==> config.mk <==
export PLATFORM = sky130hd
export DESIGN_NAME = bru_redirect_ctrl
export DESIGN_NICKNAME = d
export VERILOG_FILES = /design/src/rtl/bru_redirect_ctrl.sv
export SDC_FILE = /design/constraint.sdc
export NUM_CORES = 1
export LEC_CHECK = 0
export BUFFER_PORTS_ARGS = -buffer_cell sky130_fd_sc_hd__buf_4
export CAP_MARGIN = 10
export CORE_UTILIZATION = 48
export DETAILED_ROUTE_END_ITERATION = 6
export GPL_TIMING_DRIVEN = 0
export PLACE_DENSITY = 0.84
export SKIP_CTS_REPAIR_TIMING = 1
export SYNTH_ARGS = -nofsm -noshare
export SYNTH_HDL_FRONTEND = slang
export SYNTH_SLANG_ARGS = --single-unit
==> constraint.sdc <==
create_clock -name clk_i -period 2.45 [get_ports clk_i]
set_input_delay 0.49 -clock clk_i [delete_from_list [all_inputs] [get_ports clk_i]]
set_output_delay 0.49 -clock clk_i [all_outputs]
set_load 0.05 [all_outputs]
==> src/rtl/bru_redirect_ctrl.sv <==
// Branch-resolution controller: checks each resolved control transfer against its
// fetch-time prediction, redirects fetch on a mispredict and emits predictor updates.

package rei_pkg;
  localparam int unsigned XLEN = 32;

  typedef struct packed {
    logic [XLEN-1:0] pc;
    logic            tkn;
    logic [XLEN-1:0] tgt;
  } upd_t;
endpackage

module bru_redirect_ctrl
  import rei_pkg::*;
#(
  parameter int unsigned CNT_W = 32
) (
  input  logic             clk_i,
  input  logic             rst_ni,
  input  logic             ex_valid_i,
  input  logic             ex_is_ctrl_i,
  input  logic [XLEN-1:0]  ex_pc_i,
  input  logic             bru_tkn_i,
  input  logic [XLEN-1:0]  bru_tkn_pc_i,
  input  logic [XLEN-1:0]  pred_pc_i,
  output logic             flush_o,
  output logic             redir_valid_o,
  output logic [XLEN-1:0]  redir_pc_o,
  input  logic             redir_ready_i,
  output logic             upd_valid_o,
  output logic [XLEN-1:0]  upd_pc_o,
  output logic             upd_tkn_o,
  output logic [XLEN-1:0]  upd_tgt_o,
  input  logic             cnt_clr_i,
  output logic [CNT_W-1:0] br_cnt_o,
  output logic [CNT_W-1:0] mis_cnt_o
);

  typedef enum logic [0:0] {
    S_IDLE  = 1'b0,
    S_REDIR = 1'b1
  } state_e;

  localparam logic [CNT_W-1:0] CNT_MAX = {CNT_W{1'b1}};

  state_e           r_state;
  state_e           w_state_nxt;

  logic             w_res;
  logic             w_mis;
  logic [XLEN-1:0]  w_act_pc;

  logic             w_flush_d;
  logic             w_redir_valid_d;
  logic             w_redir_load;
  logic             w_upd_valid_d;
  logic [CNT_W-1:0] w_br_cnt_d;
  logic [CNT_W-1:0] w_mis_cnt_d;

  logic             r_flush;
  logic             r_redir_valid;
  logic [XLEN-1:0]  r_redir_pc;
  logic             r_upd_valid;
  upd_t             r_upd;
  logic [CNT_W-1:0] r_br_cnt;
  logic [CNT_W-1:0] r_mis_cnt;

  // Resolve evaluation; only acted on in IDLE since REDIR-cycle ex_* data is wrong-path
  assign w_res    = ex_valid_i && ex_is_ctrl_i;
  assign w_act_pc = bru_tkn_i ? bru_tkn_pc_i : ex_pc_i + XLEN'(4);
  assign w_mis    = w_res && (w_act_pc != pred_pc_i);

  always_ff @(posedge clk_i or negedge rst_ni) begin
    if (!rst_ni) begin
      r_state <= S_IDLE;
    end else begin
      r_state <= w_state_nxt;
    end
  end

  always_comb begin
    w_state_nxt = r_state;
    unique case (r_state)
      S_IDLE:  if (w_mis) w_state_nxt = S_REDIR;
      S_REDIR: if (redir_ready_i) w_state_nxt = S_IDLE;
      default: w_state_nxt = S_IDLE;
    endcase
  end

  // Next values of the registered outputs
  always_comb begin
    w_flush_d       = 1'b0;
    w_redir_load    = 1'b0;
    w_upd_valid_d   = 1'b0;
    w_br_cnt_d      = r_br_cnt;
    w_mis_cnt_d     = r_mis_cnt;
    w_redir_valid_d = (w_state_nxt == S_REDIR);
    if (r_state == S_IDLE) begin
      w_upd_valid_d = w_res;
      w_flush_d     = w_mis;
      w_redir_load  = w_mis;
      if (w_res && (r_br_cnt != CNT_MAX)) w_br_cnt_d = r_br_cnt + CNT_W'(1);
      if (w_mis && (r_mis_cnt != CNT_MAX)) w_mis_cnt_d = r_mis_cnt + CNT_W'(1);
    end
    if (cnt_clr_i) begin
      w_br_cnt_d  = '0;
      w_mis_cnt_d = '0;
    end
  end

  always_ff @(posedge clk_i or negedge rst_ni) begin
    if (!rst_ni) begin
      r_flush       <= 1'b0;
      r_redir_valid <= 1'b0;
      r_redir_pc    <= '0;
      r_upd_valid   <= 1'b0;
      r_upd         <= '0;
      r_br_cnt      <= '0;
      r_mis_cnt     <= '0;
    end else begin
      r_flush       <= w_flush_d;
      r_redir_valid <= w_redir_valid_d;
      r_upd_valid   <= w_upd_valid_d;
      r_br_cnt      <= w_br_cnt_d;
      r_mis_cnt     <= w_mis_cnt_d;
      if (w_redir_load) r_redir_pc <= w_act_pc;
      if (w_upd_valid_d) begin
        r_upd.pc  <= ex_pc_i;
        r_upd.tkn <= bru_tkn_i;
        r_upd.tgt <= bru_tkn_pc_i;
      end
    end
  end

  assign flush_o       = r_flush;
  assign redir_valid_o = r_redir_valid;
  assign redir_pc_o    = r_redir_pc;
  assign upd_valid_o   = r_upd_valid;
  assign upd_pc_o      = r_upd.pc;
  assign upd_tkn_o     = r_upd.tkn;
  assign upd_tgt_o     = r_upd.tgt;
  assign br_cnt_o      = r_br_cnt;
  assign mis_cnt_o     = r_mis_cnt;

endmodule

# ---- Word-level counts from Yosys, hierarchy flattened
# Cells that the tools add are included.
dict set report word_totals {
  regBits 164
  out_inout_bits 164
  wordCells 37
}
dict set report classes {
  add_sub_neg 3
  eq_ne 4
  muxes 12
  bitwise 1
  n_reduce_logical 8
}
# operator count
set ops {}
lappend ops {{two-way mux 32 bit} 7}
lappend ops {{adder 32 x 1 -> 32 bit, second input constant} 2}
lappend ops {{!= test 32 bit, second input constant} 2}
lappend ops {{adder 32 x 3 -> 32 bit, second input constant} 1}
lappend ops {{!= test 32 bit} 1}
lappend ops {{logical AND 1 bit} 4}
lappend ops {{two-way mux 1 bit} 4}
lappend ops {{AND reduction 2 bit} 2}
lappend ops {{nonzero test 2 bit} 2}
lappend ops {{!= test 2 bit, second input constant} 1}
lappend ops {{one-hot mux 1 bit (2 select lines)} 1}
lappend ops {{NOT 1 bit} 1}

# ---- Depth between registers and ports, before layout
# Gate-level depths: netlist of run 1.
dict set report depth {
  word_depth 8
  ltp_mapped 14
}

# ---- Least setup slack after synthesis of run 1
# No wires, ideal clock.
dict set report synth_path {
  path_type {input-to-reg}
  start {input port ex_pc_i[2]}
  end {register r_mis_cnt[14], in the netlist mis_cnt_o[14]}
  arrival_ps 3250
  t_required_ps 2323
  slack_ps -928
  cell_stages 12
  n_path_buf 1
  cell_sequence {ha_1 nand4_1 or3_1 nor2_1 xnor2_1 xor2_1 o2111ai_1 a2111o_1 or3_1 buf_2 and3_1 mux2_1}
}
dict set report synth_via {
  elab_chain_cells 7
}
# element line_no
set synth_rtl {}
lappend synth_rtl {{start: declaration} 23} ;# input logic [XLEN-1:0] ex_pc_i,
lappend synth_rtl {{adder 32 x 3 -> 32 bit} 71} ;# assign w_act_pc = bru_tkn_i ? bru_tkn_pc_i : ex_pc_i + XLEN'(4);
lappend synth_rtl {{two-way mux 32 bit} 71}
lappend synth_rtl {{!= test 32 bit} 72} ;# assign w_mis = w_res && (w_act_pc != pred_pc_i);
lappend synth_rtl {{logical AND 1 bit} 72}
lappend synth_rtl {{logical AND 1 bit} 104} ;# if (w_mis && (r_mis_cnt != CNT_MAX)) w_mis_cnt_d = r_mis_cnt + CNT_W'(1);
lappend synth_rtl {{nonzero test 2 bit (no source line)} --}
lappend synth_rtl {{AND reduction 2 bit (no source line)} --}
lappend synth_rtl {{end signal: assignment} 126} ;# r_mis_cnt <= w_mis_cnt_d;
lappend synth_rtl {{end: declaration} 67} ;# logic [CNT_W-1:0] r_mis_cnt;
# No other way between the ends.
# A chain may end at the register's enable or synchronous reset.

# ---- Final worst setup path of run 1
dict set report layout_path {
  start {input port ex_pc_i[3]}
  end {register r_redir_pc[28], in the netlist redir_pc_o[28]}
}
dict set report layout_via {
  elab_chain_cells 5
}
# element line_no
set layout_rtl {}
lappend layout_rtl {{adder 32 x 3 -> 32 bit} 71}
lappend layout_rtl {{two-way mux 32 bit} 71}
lappend layout_rtl {{!= test 32 bit} 72}
lappend layout_rtl {{logical AND 1 bit} 72}
lappend layout_rtl {{two-way mux 1 bit} --}
lappend layout_rtl {{via w_flush_d} 54} ;# logic w_flush_d;
lappend layout_rtl {{end signal: assignment} 127} ;# if (w_redir_load) r_redir_pc <= w_act_pc;
lappend layout_rtl {{end: declaration} 63} ;# logic [XLEN-1:0] r_redir_pc;
# The timed path passes the listed nets, and every way through them passes these cells.

==> results of run 1 <==
## worst max-delay path, delay by kind of cell
family | cells | cell delay [ns]
adders and majority gates | 1 | 0.13
xor gates and xnor gates | 2 | 0.33
muxes | 1 | 0.29
buffers and inverters | 5 | 0.77
and+or+nand+nor | 6 | 1.17
AOI/OAI and AO/OA | 1 | 0.40
## synthesized netlist by cell type, types with 3 or more instances
| library cell | n | area share |
|---|---|---|
| a211oi_1 | 3 | 0.0024 |
| a21oi_1 | 32 | 0.017 |
| a31oi_1 | 5 | 0.0033 |
| and2_1 | 6 | 0.0040 |
| and3_1 | 23 | 0.015 |
| and4_1 | 6 | 0.0056 |
| buf_1 | 4 | 0.0016 |
| buf_2 | 16 | 0.0086 |
| clkbuf_1 | 42 | 0.017 |
| dfrtp_1 | 164 | 0.44 |
| ha_1 | 3 | 0.0040 |
| inv_1 | 23 | 0.0092 |
| mux2_1 | 16 | 0.019 |
| mux2_2 | 32 | 0.038 |
| mux2i_1 | 9 | 0.0096 |
| nand2_1 | 243 | 0.097 |
| nand2b_1 | 7 | 0.0047 |
| nand3_1 | 40 | 0.021 |
| nand3b_1 | 3 | 0.0024 |
| nand4_1 | 25 | 0.017 |
| nor2_1 | 78 | 0.031 |
| nor2b_1 | 22 | 0.015 |
| nor3_1 | 22 | 0.012 |
| nor4_1 | 16 | 0.011 |
| nor4b_1 | 6 | 0.0056 |
| o2111ai_1 | 3 | 0.0028 |
| o21ai_0 | 55 | 0.029 |
| o22ai_1 | 3 | 0.0020 |
| o31ai_1 | 13 | 0.010 |
| or3_1 | 10 | 0.0067 |
| or4_1 | 8 | 0.0064 |
| xnor2_1 | 59 | 0.055 |
| xor2_1 | 40 | 0.037 |
## layout make-up
| type | instances | area (µm²) |
|---|---|---|
| Tap cell | 260 | 325.3 |
| Sequential cell | 164 | 4128 |
| Multi-Input combinational cell | 821 | 5557 |
| Inverter | 24 | 90.09 |
| Fill cell | 1410 | 5256 |
| Clock buffer | 19 | 442.9 |
| Buffer | 65 | 452.9 |
| Timing Repair Buffer | 313 | 2516 |
| Clock inverter | 13 | 125.1 |
## flip-flops by register name (all words and copies together), names as in the netlist
| name | flops |
|---|---|
| br_cnt_o | 32 |
| redir_valid_o | 1 |
| redir_pc_o | 32 |
| upd_tkn_o | 1 |
| mis_cnt_o | 32 |
| upd_pc_o | 32 |
| upd_tgt_o | 32 |
| flush_o | 1 |
| upd_valid_o | 1 |
## kinds of logic (layout without fill, tap and decap cells)
group | Yosys count | count (layout)
mux | 57 | 57
buf+inv | 90 | 434
flops | 164 | 164
compound gates | 136 | 136
simple gates | 526 | 526
fa+ha+maj | 3 | 3
xor+xnor | 99 | 99
## worst min-delay path by stage
stage	endpoint	depth (start not counted)	start
after floorplan	br_cnt_o[0]	0	rst_ni
after global placement	upd_tgt_o[25]	2	upd_tgt_o[25]
after detailed placement	upd_tgt_o[7]	2	upd_tgt_o[7]
after CTS	br_cnt_o[12]	1	rst_ni
after global routing	br_cnt_o[14]	1	rst_ni
final	br_cnt_o[12]	1	rst_ni
## routing by layer
| metal | track usage | share of wire | wire length (µm) |
|---|---|---|---|
| met1 | 0.3905 | 0.39 | 12800 |
| met2 | 0.5344 | 0.50 | 16390 |
| met3 | 0.07762 | 0.079 | 2615 |
| met4 | 0.1256 | 0.038 | 1265 |
| met5 | 0 | 0 | 0 |
## power groups by stage
| stage | Combinational (mW) | Sequential, mW | Clock [mW] |
|---|---|---|---|
| finish | 2.98 | 3.24 | 2.62 |
| detailed placement | 2.88 | 3.28 | 0 |
| global placement | 2.84 | 3.27 | 0 |
| CTS | 2.88 | 3.24 | 2.65 |
| floorplan | 0.644 | 4.46 | 0 |
| global route | 3.13 | 3.28 | 2.77 |
## metrics by stage
| stage | util | power (mW) | TNS, ns |
|---|---|---|---|
| floorplan | - | 5.100 | -51.52 |
| global placement | 0.6305 | 6.111 | -123.80 |
| detailed placement | 0.6324 | 6.158 | -123.75 |
| CTS | 0.6625 | 8.765 | -94.79 |
| global route | 0.7218 | 9.180 | -54.90 |
| finish | 0.7218 | 8.847 | -49.93 |
==> impl_results.html, run 1 <==
<table>
<tr><th>Metric</th><th>Value</th></tr>
<tr><th colspan="2">Status</th></tr>
<tr><td>Result of the run</td><td>complete, but fails checks</td></tr>
<tr><td>Failing checks</td><td>negative setup slack</td></tr>
<tr><th colspan="2">Routing</th></tr>
<tr><td>Post-route DRC violation count</td><td>0</td></tr>
<tr><td>Final wirelength</td><td>~33 mm</td></tr>
<tr><td>Via total after detailed routing</td><td>9569</td></tr>
<tr><td>Length of the first detailed-routing pass in iterations</td><td>6</td></tr>
<tr><td>Post-route antenna net violation count</td><td>0</td></tr>
<tr><td>Initial drt markers</td><td>591</td></tr>
<tr><td>Post-DR vias/cell</td><td>5.699</td></tr>
<tr><td>Mean routed wirelength per cell</td><td>19.70 µm</td></tr>
<tr><th colspan="2">Flow run</th></tr>
<tr><td>Max Cap Viol</td><td>0</td></tr>
<tr><th colspan="2">Synth</th></tr>
<tr><td>Gate Count Post-Synth</td><td>1075</td></tr>
<tr><td>Syn avg cell area</td><td>8.708 µm²</td></tr>
<tr><td>Synthesized netlist net count</td><td>approximately 1200</td></tr>
<tr><td>Number of enable-type register cells in the synthesized netlist</td><td>0</td></tr>
<tr><td>Synthesized-area fraction occupied by adder cells</td><td>0.004010</td></tr>
<tr><td>Share of synthesized area occupied by flip-flops and latches</td><td>0.4384</td></tr>
<tr><td>Combined area of all synthesized cells</td><td>0.009361 mm²</td></tr>
<tr><td>Synthesized-area fraction occupied by and/or/nand/nor cells</td><td>0.2698</td></tr>
<tr><td>Yosys synthesis warning count</td><td>0</td></tr>
<tr><td>Synthesized-area fraction occupied by ao, oa, aoi and oai cells</td><td>0.08848</td></tr>
<tr><td>Combinational family with the most area after synthesis</td><td>simple AND/OR/NAND/NOR gates</td></tr>
<tr><td>Multiplexer area fraction after synthesis</td><td>0.06736</td></tr>
<tr><td>Fraction of registers with async set/reset</td><td>1.000</td></tr>
<tr><td>Share of the synthesized netlist area taken by xor and xnor gates</td><td>0.09262</td></tr>
<tr><td>Yosys reg bits</td><td>164</td></tr>
<tr><td>Count of distinct cell types in the synthesized netlist</td><td>63</td></tr>
<tr><td>Primary flip-flop cell chosen by synthesis mapping</td><td>dfrtp_1</td></tr>
<tr><th colspan="2">Cells and area</th></tr>
<tr><td>Share of layout cells above drive strength 1</td><td>0.3805</td></tr>
<tr><td>Number of non-filler instances in the completed layout</td><td>about 1700</td></tr>
<tr><td>P&amp;R area growth vs syn</td><td>45.67%</td></tr>
<tr><td>Ant diodes</td><td>0</td></tr>
<tr><td>Most common cell after layout, fill and taps aside</td><td>buf_4</td></tr>
<tr><td>Leading cell types in the layout, fill and taps excluded</td><td>buf_4, nand2_1, dfrtp_1, nor2_1, xnor2_1</td></tr>
<tr><td>Count of nets after finishing</td><td>1512</td></tr>
<tr><td>Design Area, Final</td><td>0.01364 mm²</td></tr>
<tr><th colspan="2">Place</th></tr>
<tr><td>Dpl cells</td><td>around 1600</td></tr>
<tr><td>Final HPWL from detailed placement</td><td>between 20 and 25 mm</td></tr>
<tr><td>Placed instance area</td><td>0.01195 mm²</td></tr>
<tr><td>GP Congestion</td><td>0.9422</td></tr>
<tr><td>Placement Setup Slack</td><td>-1.953 ns</td></tr>
<tr><td>Number of input and output port buffers inserted</td><td>249</td></tr>
<tr><th colspan="2">Clock tree</th></tr>
<tr><td>Clock insertion delay at the later pin of the skew report</td><td>0.44 ns</td></tr>
<tr><td>Total number of clock tree sinks</td><td>164</td></tr>
<tr><td>Clock tree from TritonCTS</td><td>built</td></tr>
<tr><td>Clock root cell</td><td>clkbuf_16</td></tr>
<tr><td>Cts bufs inserted</td><td>17</td></tr>
<tr><td>Number of H-tree branching levels</td><td>4</td></tr>
<tr><td>Clock transition at path regs</td><td>0.07 ns</td></tr>
<tr><td>Maximum buffer depth of the clock tree</td><td>2</td></tr>
<tr><th colspan="2">GRT</th></tr>
<tr><td>First-pass GRT wire length</td><td>48.30 mm</td></tr>
<tr><td>Total congestion overflow</td><td>0</td></tr>
<tr><td>Maximum number of pins on one net before global-route repair</td><td>88</td></tr>
<tr><td>Initial antenna violation count</td><td>0</td></tr>
<tr><td>Number of global-route vias before repair</td><td>approximately 9000</td></tr>
<tr><td>Total routing resource utilization after global routing</td><td>0.3170</td></tr>
<tr><th colspan="2">Worst setup path</th></tr>
<tr><td>CP Data Arrival Time</td><td>3.58 ns</td></tr>
<tr><td>Worst R2R End</td><td>mis_cnt_o[9]</td></tr>
<tr><td>Crit path launch type</td><td>input port</td></tr>
<tr><td>FF-to-FF Start</td><td>mis_cnt_o[15]</td></tr>
<tr><td>Startpoint-to-endpoint class of the critical path</td><td>in -&gt; reg</td></tr>
<tr><td>Biggest cell delay along the critical path</td><td>~0.40 ns</td></tr>
<tr><td>Worst r2r path cells</td><td>12</td></tr>
<tr><td>End point of the critical path</td><td>redir_pc_o[28]</td></tr>
<tr><td>R2r setup slk</td><td>-0.71 ns</td></tr>
<tr><td>Worst-path fanout max</td><td>6</td></tr>
<tr><td>Category of the worst setup path capture point</td><td>register</td></tr>
<tr><td>Critical path cell sequence</td><td>buf_12 -&gt; ha_4 -&gt; nand4_1 -&gt; buf_6 -&gt; buf_6 -&gt; nor4_2 -&gt; xnor2_1 -&gt; xnor2_1 -&gt; o41a_1 -&gt; nor2_1 -&gt; nand4_1 -&gt; nor3_4 -&gt; buf_12 -&gt; nor2_4 -&gt; buf_8 -&gt; mux2_4</td></tr>
<tr><td>Crit path max-delay cell type</td><td>o41a_1</td></tr>
<tr><td>Crit path required time</td><td>2.76 ns</td></tr>
<tr><td>Startpoint of the worst setup timing path</td><td>ex_pc_i[3]</td></tr>
<tr><th colspan="2">STA</th></tr>
<tr><td>Worst path setup slack after routing</td><td>-0.8217 ns</td></tr>
<tr><td>Hold WS</td><td>approximately 0.012 ns</td></tr>
<tr><td>Setup repair after global routing missed its margin</td><td>yes</td></tr>
<tr><td>Post-route fraction of the period consumed by the critical path</td><td>1.335</td></tr>
<tr><td>Max-slew violation total from the final report</td><td>0</td></tr>
<tr><td>Maximum clock rate</td><td>305.7 MHz</td></tr>
<tr><td>Tightest slew margin relative to the limit</td><td>0.4103</td></tr>
<tr><td>Clock period minus worst slack</td><td>3.272 ns</td></tr>
<tr><td>Final hold violation count</td><td>0</td></tr>
<tr><td>Number of setup violations in the final report</td><td>66</td></tr>
<tr><td>Fin Clk Skew</td><td>~0.015 ns</td></tr>
<tr><td>Transition at the pin with the smallest max-transition slack</td><td>0.8823 ns</td></tr>
<tr><th colspan="2">Pwr</th></tr>
<tr><td>Sequential cell fraction of total power</td><td>0.366</td></tr>
<tr><td>Proportion of power drawn by combinational gates</td><td>0.337</td></tr>
<tr><td>NetSw</td><td>about 3.4 mW</td></tr>
<tr><td>Power per unit of standard cell area</td><td>648.7 mW/mm²</td></tr>
<tr><td>Fraction of power consumed by the clock network</td><td>0.296</td></tr>
<tr><td>Switching Share</td><td>0.3880</td></tr>
<tr><td>Leakage Power</td><td>between 6 and 7 nW</td></tr>
<tr><td>Worst-case vdd ir drop</td><td>0.5232 mV</td></tr>
<tr><td>Power Internal</td><td>approximately 5.4 mW</td></tr>
<tr><th colspan="2">Floorplan</th></tr>
<tr><td>Area of the placeable core</td><td>0.01889 mm²</td></tr>
<tr><td>Starting density of the core</td><td>0.4955</td></tr>
<tr><td># IOs</td><td>267</td></tr>
<tr><td>Cell row count</td><td>50</td></tr>
<tr><td>Y dimension of the die</td><td>roughly 140 µm</td></tr>
<tr><td>Horizontal die dimension</td><td>~140 µm</td></tr>
<tr><td>Die Outline Area</td><td>0.02007 mm²</td></tr>
<tr><th colspan="2">Min path</th></tr>
<tr><td>Hold Path Class</td><td>in -&gt; async</td></tr>
</table>
Power figures use the tool's default switching activity.
==> run 2: changes to the inputs <==
--- a/config.mk
+++ b/config.mk
@@ -11,7 +11,6 @@
 export DETAILED_ROUTE_END_ITERATION = 6
 export GPL_TIMING_DRIVEN = 0
 export PLACE_DENSITY = 0.84
-export SKIP_CTS_REPAIR_TIMING = 1
 export SYNTH_ARGS = -nofsm -noshare
 export SYNTH_HDL_FRONTEND = slang
 export SYNTH_SLANG_ARGS = --single-unit
==> impl_results.html, run 2 (synthesis results as in run 1) <==
<table>
<tr><th>Metric</th><th>Value</th></tr>
<tr><th colspan="2">Status</th></tr>
<tr><td>Result of the run</td><td>complete, but fails checks</td></tr>
<tr><td>Failing checks</td><td>negative setup slack</td></tr>
<tr><th colspan="2">STA</th></tr>
<tr><td>Clock period minus worst slack</td><td>3.256 ns (-0.01532 ns)</td></tr>
<tr><td>Fin Clk Skew</td><td>0.01015 ns (-0.004941 ns)</td></tr>
<tr><td>Worst path setup slack after routing</td><td>-0.8063 ns (+0.01532 ns)</td></tr>
<tr><td>Transition at the pin with the smallest max-transition slack</td><td>0.8869 ns (+0.004598 ns)</td></tr>
<tr><td>Maximum clock rate</td><td>307.1 MHz (+0.47%)</td></tr>
<tr><td>Number of setup violations in the final report</td><td>66 (unchanged)</td></tr>
<tr><td>Final hold violation count</td><td>0 (unchanged)</td></tr>
<tr><td>Setup repair after global routing missed its margin</td><td>yes</td></tr>
<tr><td>Tightest slew margin relative to the limit</td><td>0.4087 (-0.001582)</td></tr>
<tr><td>Max-slew violation total from the final report</td><td>0 (unchanged)</td></tr>
<tr><td>Accumulated negative setup slack</td><td>-48.70 ns (+1.232 ns)</td></tr>
<tr><td>Post-route fraction of the period consumed by the critical path</td><td>1.329 (-0.006251)</td></tr>
<tr><th colspan="2">Clock tree</th></tr>
<tr><td>Clock root cell</td><td>clkbuf_16</td></tr>
<tr><td>Number of H-tree branching levels</td><td>4 (unchanged)</td></tr>
<tr><td>Clock insertion delay at the later pin of the skew report</td><td>0.44 ns (about the same)</td></tr>
<tr><td>Maximum buffer depth of the clock tree</td><td>2 (unchanged)</td></tr>
<tr><td>Clock transition at path regs</td><td>0.07 ns (about the same)</td></tr>
<tr><td>Total number of clock tree sinks</td><td>164 (unchanged)</td></tr>
<tr><td>Clock tree from TritonCTS</td><td>built</td></tr>
<tr><td>Cts bufs inserted</td><td>17 (unchanged)</td></tr>
<tr><th colspan="2">Routing</th></tr>
<tr><td>Length of the first detailed-routing pass in iterations</td><td>6 (unchanged)</td></tr>
<tr><td>Final wirelength</td><td>33.55 mm (+1.5%)</td></tr>
<tr><td>Mean routed wirelength per cell</td><td>19.95 µm (+1.3%)</td></tr>
<tr><td>Via total after detailed routing</td><td>9643 (+0.77%)</td></tr>
<tr><td>Post-route antenna net violation count</td><td>0 (unchanged)</td></tr>
<tr><td>Initial drt markers</td><td>680 (+15%)</td></tr>
<tr><td>Post-route DRC violation count</td><td>0 (unchanged)</td></tr>
<tr><td>Post-DR vias/cell</td><td>5.733 (+0.59%)</td></tr>
<tr><th colspan="2">Floorplan</th></tr>
<tr><td>Starting density of the core</td><td>0.4955 (unchanged)</td></tr>
<tr><td>Y dimension of the die</td><td>141.7 µm (unchanged)</td></tr>
<tr><td>Horizontal die dimension</td><td>141.7 µm (unchanged)</td></tr>
<tr><td>Area of the placeable core</td><td>0.01889 mm² (unchanged)</td></tr>
<tr><td>Cell row count</td><td>50 (unchanged)</td></tr>
<tr><td>Die Outline Area</td><td>0.02007 mm² (unchanged)</td></tr>
<tr><td># IOs</td><td>267 (unchanged)</td></tr>
<tr><th colspan="2">Place</th></tr>
<tr><td>GP Congestion</td><td>0.9422 (unchanged)</td></tr>
<tr><td>Placed instance area</td><td>0.01195 mm² (unchanged)</td></tr>
<tr><td>Final HPWL from detailed placement</td><td>23.49 mm (unchanged)</td></tr>
<tr><td>Number of input and output port buffers inserted</td><td>249 (unchanged)</td></tr>
<tr><td>Dpl cells</td><td>1585 (unchanged)</td></tr>
<tr><th colspan="2">GRT</th></tr>
<tr><td>Initial antenna violation count</td><td>1 (+1)</td></tr>
<tr><td>Total congestion overflow</td><td>0 (unchanged)</td></tr>
<tr><td>Total routing resource utilization after global routing</td><td>0.3277 (+0.01065)</td></tr>
<tr><td>Number of global-route vias before repair</td><td>9435 (+4.5%)</td></tr>
<tr><td>First-pass GRT wire length</td><td>50.06 mm (+3.6%)</td></tr>
<tr><td>Maximum number of pins on one net before global-route repair</td><td>88 (unchanged)</td></tr>
<tr><th colspan="2">Worst setup path</th></tr>
<tr><td>Crit path launch type</td><td>input port</td></tr>
<tr><td>Crit path required time</td><td>2.77 ns (about the same)</td></tr>
<tr><td>Category of the worst setup path capture point</td><td>register</td></tr>
<tr><td>Startpoint-to-endpoint class of the critical path</td><td>in -&gt; reg</td></tr>
<tr><td>CP Data Arrival Time</td><td>3.57 ns (about the same)</td></tr>
<tr><td>R2r setup slk</td><td>-0.57 ns (+0.14 ns)</td></tr>
<tr><td>Worst-path fanout max</td><td>6 (unchanged)</td></tr>
<tr><th colspan="2">Cells and area</th></tr>
<tr><td>Leading cell types in the layout, fill and taps excluded</td><td>buf_4, nand2_1, dfrtp_1, nor2_1, xnor2_1</td></tr>
<tr><td>Utilization after layout</td><td>0.7211 (about the same)</td></tr>
<tr><td>Fillcell total</td><td>1416 (+0.43%)</td></tr>
<tr><td>Share of layout cells above drive strength 1</td><td>0.3833 (+0.002713)</td></tr>
<tr><td>Most common cell after layout, fill and taps aside</td><td>buf_4</td></tr>
<tr><td>P&amp;R area growth vs syn</td><td>45.54% (about the same)</td></tr>
<tr><td>Ant diodes</td><td>0 (unchanged)</td></tr>
<tr><td>Count of nets after finishing</td><td>1515 (+0.20%)</td></tr>
<tr><td>Design Area, Final</td><td>0.01362 mm² (about the same)</td></tr>
<tr><td>Number of non-filler instances in the completed layout</td><td>1682 (+0.18%)</td></tr>
<tr><th colspan="2">Min path</th></tr>
<tr><td>Hold Path Class</td><td>in -&gt; async</td></tr>
<tr><th colspan="2">Pwr</th></tr>
<tr><td>Leakage Power</td><td>6.321 nW (+1.1%)</td></tr>
<tr><td>Worst-case vdd ir drop</td><td>0.5296 mV (+1.2%)</td></tr>
<tr><td>Total Power Consumption</td><td>8.881 mW (+0.39%)</td></tr>
<tr><td>Power per unit of standard cell area</td><td>651.9 mW/mm² (+0.48%)</td></tr>
<tr><th colspan="2">Flow run</th></tr>
<tr><td>Max Cap Viol</td><td>0 (unchanged)</td></tr>
</table>
## run 2: worst paths after layout
kind / start / to / depth (start not counted)
max in group asynchronous: rst_ni / redir_pc_o[4] / 2
worst max register to register: mis_cnt_o[14] / mis_cnt_o[9] / 12
min in group clk_i: redir_ready_i / redir_valid_o / 2
worst min-delay path: rst_ni / br_cnt_o[12] / 1
worst min register to register: upd_tgt_o[7] / upd_tgt_o[7] / 2
worst max-delay path: ex_pc_i[3] / redir_pc_o[28] / 15
## run 2: per-layer routing
| metal | global-route usage | share of wire | wire length, µm | up-vias |
|---|---|---|---|---|
| met3 | 0.07425 | 0.088 | 2942 | 117 |
| met2 | 0.5567 | 0.48 | 16260 | 499 |
| met4 | 0.1511 | 0.044 | 1464 | 2 |
| met5 | 0 | 0.00033 | 11 | - |
| met1 | 0.3956 | 0.38 | 12880 | 4667 |
| li1 | - | - | - | 4358 |
## run 2: worst max-delay path, cell delays in order
cell and delay (ns):
buf_12 0.09, buf_12 0.10, nand4_1 0.17, nor4_4 0.38, nor4b_4 0.26, buf_4 0.18, nor4b_2 0.05, nor4_1 0.39
o21ai_1 0.12, a2111o_1 0.37, nor3_4 0.23, buf_4 0.16, nor2_4 0.07, buf_6 0.20, mux2_4 0.29
## run 2: where the power goes
part	switching [mW]	internal [mW]
Combinational	2.06	0.937
Sequential	0.196	3.04
Clock	1.21	1.44
Total	3.46	5.42
## run 2: metrics by stage
stage / hold WS (ns) / setup WS (ns)
2_1_floorplan: 0.1944 / -0.8620
3_3_place_gp: 0.4619 / -1.895
3_5_place_dp: 0.4638 / -1.953
4_1_cts: 0.04599 / -0.6586
5_1_grt: 0.06727 / -0.8286
6_report: 0.02356 / -0.8063
## run 2: what timing repair did
action | 4_1_cts | 5_1_grt
pin swaps | 24 | 33
gates resized for setup | 55 | 88
endpoints found under the setup margin | 82 | 75
buffers inserted | 36 | 30
gates cloned | 1 | 1
hold buffers | 0 | 0
## run 2: layout make-up
class / instances / area, µm² / share of cell area
Multi-Input combinational cell: 821 / 5542 / 0.4067
Timing Repair Buffer: 317 / 2506 / 0.1839
Inverter: 24 / 90.09 / 0.006612
Clock inverter: 13 / 125.1 / 0.009184
Tap cell: 260 / 325.3 / 0.02388
Sequential cell: 164 / 4129 / 0.3031
Clock buffer: 19 / 442.9 / 0.03251
Buffer: 64 / 464.2 / 0.03407
==> run 3: changes to the inputs <==
--- a/config.mk
+++ b/config.mk
@@ -14,3 +14,4 @@
 export SYNTH_ARGS = -nofsm -noshare
 export SYNTH_HDL_FRONTEND = slang
 export SYNTH_SLANG_ARGS = --single-unit
+export TNS_END_PERCENT = 5
==> impl_results.html, run 3 (synthesis results as in run 1) <==
<table>
<tr><th>Metric</th><th>Value</th></tr>
<tr><th colspan="2">Clock tree</th></tr>
<tr><td>Hold-fix buffers at CTS</td><td>0 (unchanged)</td></tr>
<tr><td>Number of H-tree branching levels</td><td>4 (unchanged)</td></tr>
<tr><td>Total number of clock tree sinks</td><td>164 (unchanged)</td></tr>
<tr><td>Clock root cell</td><td>clkbuf_16</td></tr>
<tr><td>Maximum buffer depth of the clock tree</td><td>2 (unchanged)</td></tr>
<tr><td>Clock transition at path regs</td><td>0.07 ns (about the same)</td></tr>
<tr><td>Clock insertion delay at the later pin of the skew report</td><td>0.43 ns (about the same)</td></tr>
<tr><td>Clock tree from TritonCTS</td><td>built</td></tr>
<tr><td>Cts bufs inserted</td><td>17 (unchanged)</td></tr>
<tr><th colspan="2">GRT</th></tr>
<tr><td>First-pass GRT wire length</td><td>50.20 mm (+0.29%)</td></tr>
<tr><td>Total routing resource utilization after global routing</td><td>0.3278 (about the same)</td></tr>
<tr><td>Total congestion overflow</td><td>0 (unchanged)</td></tr>
<tr><td>Initial antenna violation count</td><td>0 (-1)</td></tr>
<tr><td>Number of global-route vias before repair</td><td>9301 (-1.4%)</td></tr>
<tr><td>Maximum number of pins on one net before global-route repair</td><td>84 (-4.5%)</td></tr>
<tr><th colspan="2">Worst setup path</th></tr>
<tr><td>Worst-path fanout max</td><td>10 (+4)</td></tr>
<tr><td>Category of the worst setup path capture point</td><td>register</td></tr>
<tr><td>CP Data Arrival Time</td><td>3.63 ns (+0.06 ns)</td></tr>
<tr><td>Crit path launch type</td><td>input port</td></tr>
<tr><td>Crit path required time</td><td>2.80 ns (+0.03 ns)</td></tr>
<tr><td>Startpoint-to-endpoint class of the critical path</td><td>in -&gt; reg</td></tr>
<tr><th colspan="2">Floorplan</th></tr>
<tr><td>Horizontal die dimension</td><td>141.7 µm (unchanged)</td></tr>
<tr><td>Starting density of the core</td><td>0.4955 (unchanged)</td></tr>
<tr><td>Y dimension of the die</td><td>141.7 µm (unchanged)</td></tr>
<tr><td>Cell row count</td><td>50 (unchanged)</td></tr>
<tr><td># IOs</td><td>267 (unchanged)</td></tr>
<tr><td>Die Outline Area</td><td>0.02007 mm² (unchanged)</td></tr>
<tr><td>Area of the placeable core</td><td>0.01889 mm² (unchanged)</td></tr>
<tr><th colspan="2">Cells and area</th></tr>
<tr><td>Leading cell types in the layout, fill and taps excluded</td><td>buf_4, nand2_1, dfrtp_1, nor2_1, xnor2_1</td></tr>
<tr><td>P&amp;R area growth vs syn</td><td>38.24%</td></tr>
<tr><td>Most common cell after layout, fill and taps aside</td><td>buf_4</td></tr>
<tr><td>Count of nets after finishing</td><td>1479 (-2.4%)</td></tr>
<tr><td>Share of layout cells above drive strength 1</td><td>0.3199 (-0.06341)</td></tr>
<tr><td>Utilization after layout</td><td>0.6850 (-0.03616)</td></tr>
<tr><td>Ant diodes</td><td>0 (unchanged)</td></tr>
<tr><td>Design Area, Final</td><td>0.01294 mm² (-5.0%)</td></tr>
<tr><td>Fillcell total</td><td>1541 (+8.8%)</td></tr>
<tr><th colspan="2">STA</th></tr>
<tr><td>Transition at the pin with the smallest max-transition slack</td><td>0.7374 ns (-0.1495 ns)</td></tr>
<tr><td>Final hold violation count</td><td>0 (unchanged)</td></tr>
<tr><td>Post-route fraction of the period consumed by the critical path</td><td>1.338 (+0.008873)</td></tr>
<tr><td>Fin Clk Skew</td><td>0.009994 ns (-0.0001572 ns)</td></tr>
<tr><td>Setup repair after global routing missed its margin</td><td>yes</td></tr>
<tr><td>Maximum clock rate</td><td>305.1 MHz (-0.66%)</td></tr>
<tr><td>Tightest slew margin relative to the limit</td><td>0.5084 (+0.09964)</td></tr>
<tr><td>Max-slew violation total from the final report</td><td>0 (unchanged)</td></tr>
<tr><td>Number of setup violations in the final report</td><td>72 (+9.1%)</td></tr>
<tr><td>Clock period minus worst slack</td><td>3.278 ns (+0.02174 ns)</td></tr>
<tr><td>Worst path setup slack after routing</td><td>-0.8281 ns (-0.02174 ns)</td></tr>
<tr><th colspan="2">Place</th></tr>
<tr><td>Final HPWL from detailed placement</td><td>23.79 mm (+1.3%)</td></tr>
<tr><td>Number of input and output port buffers inserted</td><td>249 (unchanged)</td></tr>
<tr><td>Placed instance area</td><td>0.01170 mm² (-2.1%)</td></tr>
<tr><td>GP Congestion</td><td>0.9276 (-1.5%)</td></tr>
<tr><th colspan="2">Routing</th></tr>
<tr><td>Length of the first detailed-routing pass in iterations</td><td>5 (-1)</td></tr>
<tr><td>Post-route DRC violation count</td><td>0 (unchanged)</td></tr>
<tr><td>Final wirelength</td><td>32.32 mm (-3.7%)</td></tr>
<tr><td>Via total after detailed routing</td><td>9446 (-2.0%)</td></tr>
<tr><td>Post-DR vias/cell</td><td>5.742 (+0.16%)</td></tr>
<tr><td>Mean routed wirelength per cell</td><td>19.65 µm (-1.5%)</td></tr>
<tr><td>Post-route antenna net violation count</td><td>0 (unchanged)</td></tr>
<tr><td>Initial drt markers</td><td>784 (+15%)</td></tr>
<tr><th colspan="2">Pwr</th></tr>
<tr><td>Worst-case vdd ir drop</td><td>0.4836 mV (-8.7%)</td></tr>
<tr><td>Fraction of power consumed by the clock network</td><td>0.297 (about the same)</td></tr>
<tr><td>Sequential cell fraction of total power</td><td>0.370 (+0.005)</td></tr>
<tr><td>NetSw</td><td>3.429 mW (-1.0%)</td></tr>
<tr><td>Switching Share</td><td>0.3909 (+0.0008261)</td></tr>
<tr><td>Proportion of power drawn by combinational gates</td><td>0.333 (-0.004)</td></tr>
<tr><td>Power Internal</td><td>5.343 mW (-1.4%)</td></tr>
<tr><td>Leakage Power</td><td>6.034 nW (-4.5%)</td></tr>
<tr><td>Power per unit of standard cell area</td><td>677.8 mW/mm² (+4.0%)</td></tr>
<tr><th colspan="2">Status</th></tr>
<tr><td>Result of the run</td><td>complete, but fails checks</td></tr>
<tr><td>Failing checks</td><td>negative setup slack</td></tr>
<tr><th colspan="2">Flow run</th></tr>
<tr><td>Max Cap Viol</td><td>0 (unchanged)</td></tr>
<tr><th colspan="2">Min path</th></tr>
<tr><td>Hold Path Class</td><td>in -&gt; async</td></tr>
</table>
## run 3: cell type report
class	instances	area, µm²	area share
Multi-Input combinational cell	821	5230	0.4041
Sequential cell	164	4109	0.3175
Timing Repair Buffer	280	2208	0.1706
Clock buffer	18	429.2	0.03316
Buffer	65	421.7	0.03258
Tap cell	260	325.3	0.02514
Clock inverter	13	127.6	0.009862
Inverter	24	90.09	0.006961
## run 3: critical path, stage by stage
cell and delay (ns):
buf_2 0.20, nand3_1 0.30, nor3_1 0.42, nand4_1 0.15, a31oi_1 0.34, xor2_1 0.23
nor2_2 0.08, nand4_1 0.20, nor3_4 0.08, buf_6 0.15, buf_8 0.14, buf_4 0.14
or4_1 0.53, a21oi_2 0.16
## run 3: per-layer routing
layer	GRT usage	up-vias	part of all wire
met5	0	-	0
met4	0.1404	0	0.039
met3	0.07560	111	0.10
met2	0.5491	558	0.48
met1	0.4059	4490	0.38
li1	-	4287	-
## run 3: worst paths after layout
check	from	end	slack, ns	cells past startpoint
setup / recovery	ex_pc_i[17]	mis_cnt_o[25]	-0.83	14
hold / removal	rst_ni	br_cnt_o[22]	0.02	1
setup reg to reg	mis_cnt_o[0]	mis_cnt_o[9]	-0.78	11
hold reg to reg	upd_pc_o[15]	upd_pc_o[15]	0.48	2
max in group asynchronous	rst_ni	redir_pc_o[6]	1.57	2
min in group clk_i	redir_ready_i	redir_valid_o	0.25	2
## run 3: through the flow
stage	worst slack (ns)	total power [mW]	instances	setup TNS [ns]	hold WS, ns
2_1_floorplan	-0.8620	5.075	1075	-56.24	0.1944
3_3_place_gp	-1.986	6.089	1584	-130.17	0.4606
3_5_place_dp	-1.951	6.146	1585	-128.62	0.4648
4_1_cts	-0.6703	8.760	1641	-38.77	0.06291
5_1_grt	-0.8929	9.102	1645	-52.76	0.06855
6_report	-0.8281	8.772	1645	-46.21	0.01603
## run 3: power by group through the flow
stage,Clock (mW),Sequential (mW),Combinational [mW]
global placement,0,3.27,2.82
CTS,2.61,3.24,2.91
floorplan,0,4.45,0.620
finish,2.60,3.24,2.92
detailed placement,0,3.28,2.86
global route,2.75,3.28,3.06
## run 3: repair_timing
action / in CTS / in global routing
gates cloned: 1 / 0
pin swaps: 29 / 23
endpoints found under the hold margin: 0 / 0
buffers inserted: 25 / 4
endpoints found under the setup margin: 93 / 90
gates resized for setup: 92 / 32
